===== src/rtl/multicycle_controller_if.sv =====
// Control bus between the multicycle RISC-V controller and its datapath.
// The controller drives the enables, mux selects and ALU operation; the datapath supplies instruction fields and zero.
interface multicycle_controller_if;
  logic [6:0] op;
  logic [2:0] funct3;
  logic       funct7b5;
  logic       zero;
  logic       PCWrite;
  logic       AdrSrc;
  logic       MemWrite;
  logic       IRWrite;
  logic       RegWrite;
  logic [1:0] ResultSrc;
  logic [1:0] ALUSrcA;
  logic [1:0] ALUSrcB;
  logic [1:0] ImmSrc;
  logic [2:0] ALUControl;
  logic       illegalOp;
  logic [3:0] state;

  modport master (
    input  op, funct3, funct7b5, zero,
    output PCWrite, AdrSrc, MemWrite, IRWrite, RegWrite, ResultSrc,
           ALUSrcA, ALUSrcB, ImmSrc, ALUControl, illegalOp, state
  );

  modport slave (
    output op, funct3, funct7b5, zero,
    input  PCWrite, AdrSrc, MemWrite, IRWrite, RegWrite, ResultSrc,
           ALUSrcA, ALUSrcB, ImmSrc, ALUControl, illegalOp, state
  );
endinterface


===== src/rtl/multicycle_controller.sv =====
// Moore control FSM for the multicycle RISC-V datapath with an embedded ALU decoder.
// State-derived controls are registered alongside the state so they change cleanly on the clock edge.
module multicycle_controller #(
  parameter bit ILLEGAL_HALT = 1'b0
) (
  input  logic                   clk,
  input  logic                   reset,
  multicycle_controller_if.master ctrl
);

  typedef enum logic [3:0] {
    S_FETCH    = 4'd0,
    S_DECODE   = 4'd1,
    S_MEMADR   = 4'd2,
    S_MEMREAD  = 4'd3,
    S_MEMWB    = 4'd4,
    S_MEMWRITE = 4'd5,
    S_EXECUTER = 4'd6,
    S_EXECUTEI = 4'd7,
    S_ALUWB    = 4'd8,
    S_BEQ      = 4'd9,
    S_JAL      = 4'd10,
    S_HALT     = 4'd11
  } state_t;

  typedef struct packed {
    logic       pc_update;
    logic       branch;
    logic       adr_src;
    logic       mem_write;
    logic       ir_write;
    logic       reg_write;
    logic [1:0] result_src;
    logic [1:0] alu_src_a;
    logic [1:0] alu_src_b;
    logic [1:0] alu_op;
  } ctl_t;

  localparam logic [6:0] OP_LW   = 7'b0000011;
  localparam logic [6:0] OP_SW   = 7'b0100011;
  localparam logic [6:0] OP_R    = 7'b0110011;
  localparam logic [6:0] OP_I    = 7'b0010011;
  localparam logic [6:0] OP_BEQ  = 7'b1100011;
  localparam logic [6:0] OP_JAL  = 7'b1101111;

  state_t state_q;
  ctl_t   ctl_q;
  logic   op_known;

  function automatic logic is_known(input logic [6:0] o);
    return (o == OP_LW) || (o == OP_SW) || (o == OP_R) || (o == OP_I) ||
           (o == OP_BEQ) || (o == OP_JAL);
  endfunction

  function automatic state_t next_of(input state_t s, input logic [6:0] o);
    state_t n;
    n = S_FETCH;
    case (s)
      S_FETCH:    n = S_DECODE;
      S_DECODE: begin
        if (o == OP_LW || o == OP_SW) n = S_MEMADR;
        else if (o == OP_R)           n = S_EXECUTER;
        else if (o == OP_I)           n = S_EXECUTEI;
        else if (o == OP_BEQ)         n = S_BEQ;
        else if (o == OP_JAL)         n = S_JAL;
        else                          n = ILLEGAL_HALT ? S_HALT : S_FETCH;
      end
      S_MEMADR:   n = (o == OP_LW) ? S_MEMREAD : S_MEMWRITE;
      S_MEMREAD:  n = S_MEMWB;
      S_EXECUTER: n = S_ALUWB;
      S_EXECUTEI: n = S_ALUWB;
      S_JAL:      n = S_ALUWB;
      S_HALT:     n = S_HALT;
      default:    n = S_FETCH;
    endcase
    return n;
  endfunction

  // Control word asserted while sitting in a given state; anything not named stays 0.
  function automatic ctl_t ctl_of(input state_t s);
    ctl_t c;
    c = '0;
    case (s)
      S_FETCH: begin
        c.ir_write = 1'b1; c.alu_src_b = 2'b10; c.result_src = 2'b10; c.pc_update = 1'b1;
      end
      S_DECODE: begin
        c.alu_src_a = 2'b01; c.alu_src_b = 2'b01;
      end
      S_MEMADR: begin
        c.alu_src_a = 2'b10; c.alu_src_b = 2'b01;
      end
      S_MEMREAD:  c.adr_src = 1'b1;
      S_MEMWB: begin
        c.result_src = 2'b01; c.reg_write = 1'b1;
      end
      S_MEMWRITE: begin
        c.adr_src = 1'b1; c.mem_write = 1'b1;
      end
      S_EXECUTER: begin
        c.alu_src_a = 2'b10; c.alu_op = 2'b10;
      end
      S_EXECUTEI: begin
        c.alu_src_a = 2'b10; c.alu_src_b = 2'b01; c.alu_op = 2'b10;
      end
      S_ALUWB:    c.reg_write = 1'b1;
      S_BEQ: begin
        c.alu_src_a = 2'b10; c.alu_op = 2'b01; c.branch = 1'b1;
      end
      S_JAL: begin
        c.alu_src_a = 2'b01; c.alu_src_b = 2'b10; c.pc_update = 1'b1;
      end
      default: c = '0;
    endcase
    return c;
  endfunction

  always_ff @(posedge clk) begin
    if (reset) begin
      state_q <= S_FETCH;
      ctl_q   <= ctl_of(S_FETCH);
    end else begin
      state_q <= next_of(state_q, ctrl.op);
      ctl_q   <= ctl_of(next_of(state_q, ctrl.op));
    end
  end

  // ALU decoder: only ALUOp 10 consults the funct fields; op[5] separates sub from addi with instr[30] set.
  always_comb begin
    ctrl.ALUControl = 3'b000;
    case (ctl_q.alu_op)
      2'b01: ctrl.ALUControl = 3'b001;
      2'b10: begin
        case (ctrl.funct3)
          3'b000:  ctrl.ALUControl = (ctrl.op[5] & ctrl.funct7b5) ? 3'b001 : 3'b000;
          3'b010:  ctrl.ALUControl = 3'b101;
          3'b110:  ctrl.ALUControl = 3'b011;
          3'b111:  ctrl.ALUControl = 3'b010;
          default: ctrl.ALUControl = 3'b000;
        endcase
      end
      default: ctrl.ALUControl = 3'b000;
    endcase
  end

  always_comb begin
    ctrl.ImmSrc = 2'b00;
    case (ctrl.op)
      OP_SW:   ctrl.ImmSrc = 2'b01;
      OP_BEQ:  ctrl.ImmSrc = 2'b10;
      OP_JAL:  ctrl.ImmSrc = 2'b11;
      default: ctrl.ImmSrc = 2'b00;
    endcase
  end

  assign op_known = is_known(ctrl.op);

  // Write enables are gated by reset so an interrupted instruction cannot commit anything.
  assign ctrl.PCWrite   = (ctl_q.pc_update | (ctl_q.branch & ctrl.zero)) & ~reset;
  assign ctrl.IRWrite   = ctl_q.ir_write & ~reset;
  assign ctrl.MemWrite  = ctl_q.mem_write & ~reset;
  assign ctrl.RegWrite  = ctl_q.reg_write & ~reset;
  assign ctrl.AdrSrc    = ctl_q.adr_src;
  assign ctrl.ResultSrc = ctl_q.result_src;
  assign ctrl.ALUSrcA   = ctl_q.alu_src_a;
  assign ctrl.ALUSrcB   = ctl_q.alu_src_b;
  assign ctrl.illegalOp = (state_q == S_HALT) || ((state_q == S_DECODE) && !op_known);
  assign ctrl.state     = state_q;

endmodule


===== src/flat_wrapper.sv =====
// flat-port wrapper written by rule: the top's interface ports become plain ports
module multicycle_controller_flat 
#(
  parameter bit ILLEGAL_HALT = 1'b0
)
  (clk, reset, ctrl_op, ctrl_funct3, ctrl_funct7b5, ctrl_zero, ctrl_PCWrite, ctrl_AdrSrc, ctrl_MemWrite, ctrl_IRWrite, ctrl_RegWrite, ctrl_ResultSrc, ctrl_ALUSrcA, ctrl_ALUSrcB, ctrl_ImmSrc, ctrl_ALUControl, ctrl_illegalOp, ctrl_state);
  multicycle_controller_if ctrl_i ();
  input  logic clk;
  input  logic reset;
  input wire logic [$bits(ctrl_i.op)-1:0] ctrl_op;
  input wire logic [$bits(ctrl_i.funct3)-1:0] ctrl_funct3;
  input wire logic [$bits(ctrl_i.funct7b5)-1:0] ctrl_funct7b5;
  input wire logic [$bits(ctrl_i.zero)-1:0] ctrl_zero;
  output wire logic [$bits(ctrl_i.PCWrite)-1:0] ctrl_PCWrite;
  output wire logic [$bits(ctrl_i.AdrSrc)-1:0] ctrl_AdrSrc;
  output wire logic [$bits(ctrl_i.MemWrite)-1:0] ctrl_MemWrite;
  output wire logic [$bits(ctrl_i.IRWrite)-1:0] ctrl_IRWrite;
  output wire logic [$bits(ctrl_i.RegWrite)-1:0] ctrl_RegWrite;
  output wire logic [$bits(ctrl_i.ResultSrc)-1:0] ctrl_ResultSrc;
  output wire logic [$bits(ctrl_i.ALUSrcA)-1:0] ctrl_ALUSrcA;
  output wire logic [$bits(ctrl_i.ALUSrcB)-1:0] ctrl_ALUSrcB;
  output wire logic [$bits(ctrl_i.ImmSrc)-1:0] ctrl_ImmSrc;
  output wire logic [$bits(ctrl_i.ALUControl)-1:0] ctrl_ALUControl;
  output wire logic [$bits(ctrl_i.illegalOp)-1:0] ctrl_illegalOp;
  output wire logic [$bits(ctrl_i.state)-1:0] ctrl_state;
  assign ctrl_i.op = ctrl_op;
  assign ctrl_i.funct3 = ctrl_funct3;
  assign ctrl_i.funct7b5 = ctrl_funct7b5;
  assign ctrl_i.zero = ctrl_zero;
  assign ctrl_PCWrite = ctrl_i.PCWrite;
  assign ctrl_AdrSrc = ctrl_i.AdrSrc;
  assign ctrl_MemWrite = ctrl_i.MemWrite;
  assign ctrl_IRWrite = ctrl_i.IRWrite;
  assign ctrl_RegWrite = ctrl_i.RegWrite;
  assign ctrl_ResultSrc = ctrl_i.ResultSrc;
  assign ctrl_ALUSrcA = ctrl_i.ALUSrcA;
  assign ctrl_ALUSrcB = ctrl_i.ALUSrcB;
  assign ctrl_ImmSrc = ctrl_i.ImmSrc;
  assign ctrl_ALUControl = ctrl_i.ALUControl;
  assign ctrl_illegalOp = ctrl_i.illegalOp;
  assign ctrl_state = ctrl_i.state;
  multicycle_controller #(.ILLEGAL_HALT(ILLEGAL_HALT)) u_core (.clk(clk), .reset(reset), .ctrl(ctrl_i));
endmodule

===== config.mk =====
export PLATFORM = sky130hd
export DESIGN_NAME = multicycle_controller_flat
export DESIGN_NICKNAME = d
export VERILOG_FILES = /design/src/rtl/multicycle_controller_if.sv /design/src/rtl/multicycle_controller.sv /design/src/flat_wrapper.sv
export SDC_FILE = /design/constraint.sdc
export NUM_CORES = 1
export LEC_CHECK = 0
export BUFFER_PORTS_ARGS = -buffer_cell sky130_fd_sc_hd__buf_2
export CAP_MARGIN = 10
export CORE_MARGIN = 2
export CORE_UTILIZATION = 52
export DETAILED_ROUTE_END_ITERATION = 7
export HOLD_SLACK_MARGIN = 0.15
export PLACE_DENSITY = 0.8
export REMOVE_ABC_BUFFERS = 1
export SYNTH_ARGS = -nofsm -noshare
export SYNTH_HDL_FRONTEND = slang
export SYNTH_SLANG_ARGS = --single-unit

===== constraint.sdc =====
create_clock -name clk -period 3.7 [get_ports clk]
set_input_delay 0.185 -clock clk [delete_from_list [all_inputs] [get_ports clk]]
set_output_delay 0.185 -clock clk [all_outputs]
set_load 0.05 [all_outputs]

==> metrics list <==
* Vias per cell: 5.30
- The biggest area contributor in the post-synthesis netlist is dfxtp_1.
- Number of hold buffers added after CTS: 0
- RSZ-0062 raised after global routing: no
- Post-route DRC: 0
- The setup check on the worst reg-to-reg path leaves a slack of 1.68 ns.
- Reg clk slew, reported paths: 0.10 ns
* Cell area reported after detailed placement: 1140 um^2
- Launch point of the worst path: u_core.ctrl.state[3]
- The worst setup path is of the reg -> reg kind.
- CTS tree: yes
* Y dimension of the die: 47.6 um
* Leakage dissipation: 0.567 nW
- Warning count from the yosys run: 0
* Number of buffers added by the clock tree synthesis step: 3
- The initial utilization of the core area, before any placement, comes to 0.560.
* Clock Skews: 0.00153 ns
- The later pin in the worst-skew pair is clocked with a latency of 0.29 ns.
- Synthesis inferred 17 register bits.
- In the synthesized netlist, the number of instances is 109.
- Via count of the first global-routing pass: 792
- 0 antenna diodes ended up in the layout.
- Largest fanout on the critical path: 9
* Non-filler instance count after layout: 164
- Pwr Density: 314 nW/um^2
* Number of setup violations in the final report: 0
- # fillers: 182
- In this run the tightest slew margin relative to its limit is 0.723.
- Layout cells sized above 1: 0.374
* Most frequently used cell type in the post-synthesis netlist: dfxtp_1
- After routing the design area is 1160 um^2.
- Initial antenna violation count: 0
- The worst register-to-register path has a depth of 6.
- Global-route total usage across every layer: 0.203
* Root Driver: clkbuf_4
- Once detail routing completed, the nets flagged for antenna violations numbered 0.
* Synthesized area divided by synthesized cell count: 9.07 um^2
- For this design the top-level I/O count stands at 35.
- Nature of the critical path startpoint: flip-flop
- Number of DRC markers in iteration 0: 14
* Final core area utilization: 0.660
* Total Negative Setup Slacks: 0 ns
- Weighted congestion at the end of routability-driven global placement: 0.839
- The core region is 1760 um^2.
- During placement, the flow inserted port buffers numbering 34.
* Achievable clock frequency: 494 MHz
- The floorplan step defined a die boundary enclosing 2270 um^2.
* R2r endpoint: u_core.ctl_q[13]
- For this run, the leading register cell type out of synthesis is dfxtp_1.
- Library cells used by synthesis: 40
- Of the post-synthesis cell area, the dominant cell type holds 0.344.
* Largest stage delay on the critical path: 0.53 ns
* Critical path cell sequence: or2_1 -> nor2_1 -> a32o_1 -> a21oi_2 -> mux2_4 -> a21o_1
- The tool flagged a number of max-cap violations equal to 0.
- Number of post-CTS setup repair buffers: 0
- After synthesis, the most frequently instantiated cells are dfxtp_1 (17), nor2_1 (16), inv_1 (9).
* Largest net degree at the start of global routing: 13
- DR WL/cell: 12.4 um
- In this run the number of H-tree levels came out at 1.
* Post-Place Cells: 160
- Minimum period implied by the final worst setup slack: 2.02 ns
- Area Overhead vs Synth: 17.8%
- The number of pins with negative max-slew slack in the final report is 0.
- The number of hold violations in the final report came to 0.
* Detailed-placement wirelength estimate: 1580 um
- The clock net in this run drives a total of 17 sinks.
- The die is 47.6 um wide.
* Count of flip-flops with a built-in enable after synthesis: 0
- The startpoint identified for the worst register-to-register timing path is u_core.ctrl.state[3].
- After floorplanning, the core was divided into 15 placement rows.
* Period Utilization, post-route: 0.547
- The clock passes through at most 2 buffers.
* Vias after detailed routing: 869
- STA classifies the critical path endpoint as a flip-flop.
- Wire length of the first global-routing pass: 3280 um
- In this run the cell area of the synthesized design comes to 988 um^2.
- In this run the worst hold path is classified as in -> reg.
- Transition at the pin with the smallest max-transition slack: 0.416 ns
* Dpl ws: 1.70 ns
* Post-layout net count: 156
- Largest cells by area after synthesis: dfxtp_1 (34%), nor2_1 (6.1%), buf_4 (4.6%)
- The critical path ends at u_core.ctl_q[13].
- Among all stages on the critical path, the largest delay is contributed by dfxtp_1.
* Post-CTS sizing: 0
- Overflow left after global routing: 0
- Data on the critical path arrives at its endpoint at 2.22 ns.
* Pre-Repair DR Iteration Count: 4
- Setup slack on the critical path of the routed design comes to 1.68 ns.
* Proportion of synthesized chip area in sequential cells: 0.344
- For this run, asynchronously set or reset flops after synthesis account for 0.
* Total detailed-routing wirelength: 2030 um
* Data required time of the critical path: 3.89 ns
* Peak supply drop: 203 uV
- The run finished with clean final reports.
## state kept, by name (all words and copies together), names as in the netlist
name	cells
u_core.ctl_q	7
u_core.ctrl.state	4
u_core.ctrl.ALUSrcA	2
u_core.ctrl.ALUSrcB	2
u_core.ctrl.AdrSrc	1
u_core.ctrl.ResultSrc	1
## final cells by class
cell class              instances  area [um^2]  area share
clock inverters                 1         5.00     0.00430
inverters                       9         33.8      0.0290
repair buffers                 34          170       0.146
clock buffers                   3         22.5      0.0193
multi-input cells              75          562       0.482
well taps                      25         31.3      0.0269
flip-flops and latches         17          340       0.292
## layout by cell type, fill, tap and decap left out, types with 2 or more instances in the layout
cell type and count:
clkbuf_4 3, ha_1 2, inv_1 9, buf_2 34, a21oi_1 2, o21ai_0 2
nand3_1 3, dfxtp_1 17, a31oi_1 3, nand2_1 6, nor2_1 16, a21o_1 3
mux2_4 2, nor3_1 5, nor2_2 2, nor2b_1 5
## critical path, delay by kind of cell (launching register included)
family / cells / cell delay [ns]
AO/OA/AOI/OAI: 3 / 0.67
flip-flops: 1 / 0.53
multiplexers: 1 / 0.34
AND/OR/NAND/NOR: 2 / 0.39
## power by group
part	switching (mW)	total (mW)	internal, mW	leakage, nW
Sequential	0.00320	0.192	0.188	0.139
Clock	0.0581	0.0983	0.0402	0.0177
Combinational	0.0519	0.0758	0.0239	0.410
Total	0.113	0.366	0.253	0.567
## worst min path at each step
| stage | slack (ns) | cells after the start | endpoint | start |
|---|---|---|---|---|
| global placement | 0.51 | 2 | u_core.ctrl.state[0] | reset |
| detailed placement | 0.52 | 3 | u_core.ctrl.ALUSrcA[1] | ctrl_op[4] |
| finish | 0.21 | 2 | u_core.ctrl.state[0] | reset |
| floorplan | 0.25 | 1 | u_core.ctrl.ALUSrcA[1] | reset |
| CTS | 0.21 | 3 | u_core.ctrl.ALUSrcA[1] | ctrl_op[4] |
| global route | 0.23 | 3 | u_core.ctrl.ALUSrcA[1] | ctrl_op[4] |
## logic make-up (layout without fill, tap and decap cells)
group,Yosys count,in the layout,synth area share
AO/OA/AOI/OAI,20,20,0.185
adder cells (fa/ha/maj),2,2,0.0253
flip-flops,17,17,0.344
AND/OR/NAND/NOR,49,49,0.309
XOR/XNOR,1,1,0.00886
multiplexers,3,3,0.0405
buffers and inverters,17,47,0.0873
## routing by layer
layer	wire [um]	global-route usage	vias to the layer above	part of all wire
met5	0	0	-	0
met4	12	0.0486	0	0.0059
met3	96	0.0453	2	0.047
met1	909	0.258	408	0.45
li1	-	-	432	-
met2	1010	0.351	27	0.50
## stage by stage
stage	hold WS, ns	total power [mW]
2_1_floorplan	0.254	0.248
3_3_place_gp	0.507	0.270
3_5_place_dp	0.519	0.272
4_1_cts	0.207	0.368
5_1_grt	0.227	0.382
6_report	0.206	0.366
No activity file was read; power rests on OpenSTA's default activity.
